## config.mk

```make
export PLATFORM = sky130hd
export DESIGN_NAME = comp_seq
export DESIGN_NICKNAME = d
export VERILOG_FILES = /design/src/rtl/comp_seq.sv
export SDC_FILE = /design/constraint.sdc
export NUM_CORES = 1
export LEC_CHECK = 0
export ABC_AREA = 1
export CAP_MARGIN = 10
export CORE_MARGIN = 3
export CORE_UTILIZATION = 50
export DETAILED_ROUTE_END_ITERATION = 7
export PLACE_DENSITY = 0.79
export RECOVER_POWER = 50
export REMOVE_ABC_BUFFERS = 1
export SLEW_MARGIN = 10
export SYNTH_ARGS = -nofsm -noshare
export SYNTH_HDL_FRONTEND = slang
export SYNTH_SLANG_ARGS = --single-unit
```

## constraint.sdc

```tcl
create_clock -name clk -period 1.8 [get_ports clk]
set_input_delay 0.36 -clock clk [delete_from_list [all_inputs] [get_ports clk]]
set_output_delay 0.36 -clock clk [all_outputs]
set_load 0.1 [all_outputs]
```

## src/rtl/comp_seq.sv

```systemverilog
// Multi-cycle magnitude comparator, MSB-first, CHUNK bits per RUN cycle, unsigned or two's-complement.
// Latency: NCHUNK cycles from accepted start to done (1..NCHUNK with COMP_EARLY_EXIT_EN defined).
// Backpressure: start is ignored while busy; one compare per NCHUNK+1 cycles when start is held.
//
// Ports:
//   clk, rst          clock, synchronous active-high reset
//   start             request, sampled only when idle
//   A, B              WIDTH-bit operands, latched on accepted start
//   signed_mode       1 = two's-complement compare, latched on accepted start
//   busy              compare in progress
//   done              one-cycle pulse when gt/eq/lt update
//   gt, eq, lt        registered result flags, held until the next completion
//
// Optional feature macro: COMP_EARLY_EXIT_EN (finish on the first differing chunk).
module comp_seq #(
  parameter int WIDTH = 16,
  parameter int CHUNK = 4
) (
  input  logic             clk,
  input  logic             rst,
  input  logic             start,
  input  logic [WIDTH-1:0] A,
  input  logic [WIDTH-1:0] B,
  input  logic             signed_mode,
  output logic             busy,
  output logic             done,
  output logic             gt,
  output logic             eq,
  output logic             lt
);

  localparam int NCHUNK = WIDTH / CHUNK;
  localparam int CW     = (NCHUNK > 1) ? $clog2(NCHUNK) : 1;
  localparam logic [CW-1:0]    LAST     = CW'(NCHUNK - 1);
  localparam logic [WIDTH-1:0] MSB_MASK = {1'b1, {(WIDTH-1){1'b0}}};

`ifdef COMP_EARLY_EXIT_EN
  localparam bit EARLY_EXIT = 1'b1;
`else
  localparam bit EARLY_EXIT = 1'b0;
`endif

  typedef enum logic {IDLE = 1'b0, RUN = 1'b1} state_t;

  state_t           state_q, state_d;
  logic [WIDTH-1:0] sa_q, sa_d;
  logic [WIDTH-1:0] sb_q, sb_d;
  logic [CW-1:0]    cnt_q, cnt_d;
  logic             decided_q, decided_d;
  logic             dgt_q, dgt_d;     // recorded direction once decided (1 = A greater)
  logic             done_q, done_d;
  logic             gt_q, gt_d;
  logic             eq_q, eq_d;
  logic             lt_q, lt_d;

  logic [CHUNK-1:0] top_a, top_b;
  logic             differ, new_dec, fin_gt, fin_lt, complete;

  assign top_a = sa_q[WIDTH-1 -: CHUNK];
  assign top_b = sb_q[WIDTH-1 -: CHUNK];
  assign differ  = (top_a != top_b);
  assign new_dec = differ && !decided_q;

  // Final direction: an earlier recorded decision always wins over this chunk.
  assign fin_gt = decided_q ? dgt_q  : (differ && (top_a > top_b));
  assign fin_lt = decided_q ? !dgt_q : (differ && (top_a < top_b));

  assign complete = (cnt_q == LAST) || (EARLY_EXIT && new_dec);

  always_ff @(posedge clk) begin
    if (rst) begin
      state_q   <= IDLE;
      sa_q      <= '0;
      sb_q      <= '0;
      cnt_q     <= '0;
      decided_q <= 1'b0;
      dgt_q     <= 1'b0;
      done_q    <= 1'b0;
      gt_q      <= 1'b0;
      eq_q      <= 1'b0;
      lt_q      <= 1'b0;
    end else begin
      state_q   <= state_d;
      sa_q      <= sa_d;
      sb_q      <= sb_d;
      cnt_q     <= cnt_d;
      decided_q <= decided_d;
      dgt_q     <= dgt_d;
      done_q    <= done_d;
      gt_q      <= gt_d;
      eq_q      <= eq_d;
      lt_q      <= lt_d;
    end
  end

  always_comb begin
    state_d   = state_q;
    sa_d      = sa_q;
    sb_d      = sb_q;
    cnt_d     = cnt_q;
    decided_d = decided_q;
    dgt_d     = dgt_q;
    done_d    = 1'b0;
    gt_d      = gt_q;
    eq_d      = eq_q;
    lt_d      = lt_q;

    unique case (state_q)
      IDLE: begin
        if (start) begin
          // Flipping both MSBs maps two's-complement order onto unsigned order.
          sa_d      = signed_mode ? (A ^ MSB_MASK) : A;
          sb_d      = signed_mode ? (B ^ MSB_MASK) : B;
          cnt_d     = '0;
          decided_d = 1'b0;
          dgt_d     = 1'b0;
          state_d   = RUN;
        end
      end
      RUN: begin
        sa_d = sa_q << CHUNK;
        sb_d = sb_q << CHUNK;
        if (new_dec) begin
          decided_d = 1'b1;
          dgt_d     = (top_a > top_b);
        end
        if (complete) begin
          gt_d    = fin_gt;
          lt_d    = fin_lt;
          eq_d    = !(fin_gt || fin_lt);
          done_d  = 1'b1;
          state_d = IDLE;
        end else begin
          cnt_d = cnt_q + 1'b1;
        end
      end
      default: state_d = IDLE;
    endcase
  end

  assign busy = (state_q == RUN);
  assign done = done_q;
  assign gt   = gt_q;
  assign eq   = eq_q;
  assign lt   = lt_q;

endmodule

```

==> results of run 1 <==
worst paths after layout:
path                               start        to  slack (ps)
worst min register to register  cnt_q[0]  cnt_q[0]         470
worst max-delay path                 rst        lt         220
worst max register to register  sb_q[15]        eq         400
worst min-delay path            cnt_q[0]  cnt_q[0]         470
kinds of logic after synthesis:
| family | Yosys count |
|---|---|
| compound gates | 35 |
| buf+inv | 51 |
| xor+xnor | 2 |
| simple gates | 133 |
| flops | 41 |
| fa+ha+maj | 5 |
where the power goes:
group	switching, mW	internal [mW]	total, mW	leakage [nW]
sequential	0.0283	0.956	0.985	0.336
clock	0.291	0.304	0.595	0.0443
combinational	0.174	0.160	0.333	0.831
metrics by stage:
step	utilization	cell area, um2	setup slack, ps
after floorplan	-	1787	-455.7
after global placement	0.6767	2365	266.7
after detailed placement	0.6767	2365	190.5
after CTS	0.7014	2451	218.2
after global routing	0.6824	2385	131.7
final	0.6824	2385	216.5
final cells by class:
| cell class | instances | area, um2 |
|---|---|---|
| multi-input combinational | 175 | 823.3 |
| tap | 46 | 57.56 |
| sequential | 41 | 820.8 |
| inverter | 38 | 142.6 |
| clock buffer | 7 | 86.33 |
| timing repair buffer | 46 | 454.2 |
| fill | 310 | 1110 |
critical path: stages:
cell	delay, ps
dlygate4sd3_1	540
clkbuf_1	610
nor2_1	110
o21ai_0	100
inv_1	50
sequential cells by signal, summed over array words and instances, names as in the netlist:
register / cells
sa_q: 16
lt: 1
decided_q: 1
eq: 1
gt: 1
sb_q: 16
busy: 1
done: 1
dgt_q: 1
cnt_q: 2
placed cells by master, fill, tap and decap left out:
| cell type | count |
|---|---|
| a211oi_1 | 1 |
| a21oi_1 | 13 |
| a21oi_2 | 1 |
| a22oi_1 | 15 |
| a31oi_1 | 2 |
| buf_12 | 3 |
| buf_4 | 2 |
| clkbuf_1 | 2 |
| clkbuf_2 | 5 |
| clkbuf_8 | 6 |
| clkdlybuf4s50_1 | 34 |
| dfxtp_1 | 41 |
| dlygate4sd3_1 | 1 |
| ha_1 | 5 |
| inv_1 | 36 |
| inv_2 | 2 |
| nand2_1 | 109 |
| nand2_2 | 2 |
| nand3_1 | 8 |
| nor2_1 | 13 |
| nor2_4 | 1 |
| o21ai_0 | 3 |
| xor2_1 | 2 |
layer usage:
metal	wire (um)	GRT usage	part of all wire	vias to the layer above
li1	-	-	-	902
met1	1693	0.2039	0.47	729
met2	1682	0.3141	0.46	34
met3	183	0.05491	0.051	6
met4	62	0.07595	0.017	0
met5	0	0	0	-
==> impl_metrics.py, run 1 <==
metrics = {
    "status": {
        "run_status": "finished clean",
    },
    "final_layout": {
        "nNetsFinal": 348,
        "antenna_cells": 0,
        "syn_to_final_growth_pct": 26.48,
        "drive_gt1_frac": 0.07166,
        "layoutNonFillerInstCount": 353,
    },
    "timing": {
        "post-route-min-period_ps": 1584,
        "skew_ps": 4.694,
        "period_share": 0.8797,
        "setup_viol": 0,
        "grt_setup_unrepaired": "no",
        "holdWs_ps": 465.8,
        "worstMarginPinSlew_ps": 794.5,
        "max_freq_ghz": 0.6315,
        "slew_viol_final": 0,
        "setup_tns_ps": 0,
        "hold_viol": 0,
        "max_slew_margin": 0.4703,
    },
    "logic_synthesis": {
        "syn_inst": 267,
        "yosys_warnings": 0,
        "synth-compound-area-share": 0.1175,
        "synth.area.mux_share": 0,
        "synth_edf_count": 0,
        "netlist_top_cells_count": "nand2_1 (109), dfxtp_1 (41), inv_1 (36), a22oi_1 (15)",
        "synth_cell_types": 21,
        "ys_async_sr_fraction": 0,
        "synth_top_family_by_area": "simple AND/OR/NAND/NOR gates",
        "yosysMostFrequentCell": "nand2_1",
        "yosysTopAreaCell": "dfxtp_1",
        "netlist_area_um2": 1886,
        "synthSimpleGateAreaFrac": 0.2767,
        "synth.area.top_cells": "dfxtp_1 (44%), nand2_1 (22%), inv_1 (7.2%)",
        "synth_top_area_share": 0.4353,
        "yosys.area_share.adder": 0.03318,
        "syn_avg_cell_area_um2": 7.062,
        "synth_xor_area_frac": 0.009290,
        "ys.flop_type": "dfxtp_1",
        "yosys_register_bits": 41,
        "ys_seq_area_frac": 0.4353,
    },
    "power_and_ir_drop": {
        "ir_worst_vdd_v": 0.0004320,
        "total_power_mw": 1.913,
        "leakagePower_nw": 1.212,
        "power_density_nw_per_um2": 802.1,
    },
    "worst_setup_path": {
        "endpoint_kind": "flip-flop",
        "arrival_ps": 1770,
        "critPathKind": "in2reg",
        "cp-start-kind": "primary input",
        "critical_path_required_ps": 1990,
        "r2r_cells": 10,
        "cp_max_fo": 15,
    },
    "global_routing": {
        "grt_max_degree": 34,
        "antenna_found_initial": 0,
        "grt_pass1_wl_mm": 6.127,
        "grt_overflow": 0,
        "groute.usage.overall": 0.1806,
        "grt_pass1_vias": 1453,
    },
    "routing": {
        "antenna_left": 0,
        "drt-pass1-iter-count": 4,
        "drt_wl_total_mm": 3.622,
        "drc": 0,
        "via_count": 1671,
        "routedWlPerCell_um": 10.26,
        "drtIter0Drc": 67,
        "viasPerCell": 4.734,
    },
    "floorplan": {
        "coreArea_um2": 3495,
        "die_x_um": 67.41,
        "ioPinCount": 41,
        "dieArea_um2": 4544,
        "die_h_um": 67.41,
        "rows": 21,
        "initial_core_util": 0.5396,
    },
    "hold_path": {
        "hp-class": "reg2reg",
        "hold_depth": 1,
    },
    "placement": {
        "place.gp.congestion": 0.7358,
        "dp_cells": 346,
        "portBuffers": 40,
        "hpwl_mm": 2.514,
    },
    "clocking": {
        "cts_buffer_depth": 2,
        "clock_latency_ps": 290,
        "cts_resized": 0,
        "clkTransAtPathRegs_ps": 70,
        "cts_sinks": 41,
        "cts_tree": "built",
        "post_cts_buffers": 0,
        "root_buffer": "clkbuf_8",
        "cts_buffers": 5,
        "holdBufCountCts": 0,
        "htreeDepth": 2,
    },
    "job": {
        "maxCapViolCount": 0,
    },
}
Note: power is estimated with default switching activity, not from simulation.
==> inputs of run 2 (changes only) <==
CORE_MARGIN = 10   (was 3)
==> impl_metrics.py, run 2 (synthesized netlist as in run 1, its figures left out) <==
metrics = {
    "status": {
        "run_status": "finished clean",
    },
    "floorplan": {
        "initial_core_util": 0.5150,
        "coreArea_um2": 3661,
        "rows": 22,
        "die_x_um": 81.41,
        "ioPinCount": 41,
        "die_h_um": 81.41,
        "dieArea_um2": 6628,
    },
    "worst_setup_path": {
        "arrival_ps": 1320,
        "cp_max_fo": 11,
        "critPathKind": "reg2out",
        "endpoint_kind": "output port",
        "critical_path_required_ps": 1440,
        "cp-start-kind": "flip-flop",
        "reg2reg_to": "sa_q[9]",
        "r2r_cells": 8,
        "r2r-start": "busy",
        "r2r_slack_ps": 240,
    },
    "timing": {
        "hold_viol": 0,
        "setup_viol": 0,
        "worstMarginPinSlew_ps": 553.8,
        "holdWs_ps": 468.3,
        "max_slew_margin": 0.6324,
        "layout_setup_ws_ps": 116.9,
        "post-route-min-period_ps": 1683,
        "skew_ps": 3.223,
        "period_share": 0.9350,
        "slew_viol_final": 0,
        "setup_tns_ps": 0,
        "max_freq_ghz": 0.5942,
        "grt_setup_unrepaired": "no",
    },
    "final_layout": {
        "layoutNonFillerInstCount": 357,
        "largestRegisters": "sa_q x16, sb_q x16, cnt_q x2",
        "mostFrequentLayoutCell": "nand2_1",
        "drive_gt1_frac": 0.07120,
        "nNetsFinal": 350,
        "final_area_um2": 2389,
        "fin_util": 0.6524,
        "antenna_cells": 0,
        "syn_to_final_growth_pct": 26.68,
        "final_cell_mix": "nand2_1 (111), dfxtp_1 (41), inv_1 (36)",
    },
    "clocking": {
        "cts_resized": 0,
        "root_buffer": "clkbuf_8",
        "cts_buffers": 5,
        "cts_buffer_depth": 2,
        "cts_tree": "built",
        "htreeDepth": 2,
        "clock_latency_ps": 290,
        "cts_sinks": 41,
        "clkTransAtPathRegs_ps": 70,
        "post_cts_buffers": 0,
        "holdBufCountCts": 0,
    },
    "power_and_ir_drop": {
        "leakagePower_nw": 1.216,
        "p_clk_frac": 0.310,
        "ir_worst_vdd_v": 0.0004589,
        "p_comb_frac": 0.172,
        "switchingPower_uw": 489.6,
        "swShare": 0.2564,
        "power_density_nw_per_um2": 799.4,
        "p_int_mw": 1.420,
        "total_power_mw": 1.910,
        "p_seq_frac": 0.518,
    },
    "job": {
        "maxCapViolCount": 0,
    },
    "global_routing": {
        "grt_pass1_wl_mm": 7.031,
        "grt_max_degree": 34,
        "groute.usage.overall": 0.1314,
        "antenna_found_initial": 0,
        "grt_pass1_vias": 1668,
        "grt_overflow": 0,
    },
    "routing": {
        "antenna_left": 0,
        "drc": 0,
        "via_count": 1657,
        "drt_wl_total_mm": 3.963,
        "routedWlPerCell_um": 11.10,
        "drtIter0Drc": 84,
        "drt-pass1-iter-count": 4,
        "viasPerCell": 4.641,
    },
    "hold_path": {
        "hold_depth": 2,
        "hp-class": "reg2reg",
        "holdPathEnd": "sb_q[1]",
        "worstHoldStart": "sb_q[1]",
    },
    "placement": {
        "hpwl_mm": 2.882,
        "place.gp.congestion": 0.7794,
        "dp_slack_ps": 192.9,
        "dp_cells": 350,
        "portBuffers": 40,
        "place_area_um2": 2382,
    },
}
run 2: how the worst max path moves through the flow:
stage,startpoint,slack (ps),cells past startpoint,to
floorplan,busy,-460,5,sa_q[10]
global placement,start,250,7,cnt_q[1]
detailed placement,start,190,7,cnt_q[1]
CTS,busy,100,2,busy
global route,start,40,8,sa_q[6]
finish,busy,120,2,busy
run 2: critical path, stage by stage (launching register included):
cell and delay (ps):
dfxtp_1 610, buf_4 240, buf_12 180
run 2: routing by layer:
metal,part of all wire,wire (um),GRT usage,vias to the layer above
li1,-,-,-,903
met1,0.49,1934,0.1582,717
met2,0.45,1800,0.2148,32
met3,0.040,160,0.03930,5
met4,0.017,68,0.05190,0
met5,0,0,0,-
run 2: final cells by class:
cell class / instances / area [um2]
timing repair buffer: 48 / 460.4
fill: 323 / 1272
tap: 48 / 60.06
multi-input combinational: 175 / 818.3
inverter: 38 / 142.6
clock buffer: 7 / 86.33
sequential: 41 / 820.8
run 2: power groups by stage:
stage / combinational [mW] / clock (mW) / sequential, mW
after detailed placement: 0.340 / 0 / 1.01
after floorplan: 0.164 / 0 / 1.02
after global placement: 0.334 / 0 / 1.01
after global routing: 0.383 / 0.637 / 0.994
after CTS: 0.342 / 0.608 / 0.989
final: 0.329 / 0.592 / 0.989
==> inputs of run 3 (changes only) <==
CAP_MARGIN = 20   (was 10)
TNS_END_PERCENT = 1   (was default)
==> results of run 3 <==
No change in the layout: final DEF, timing and power equal those of run 2.
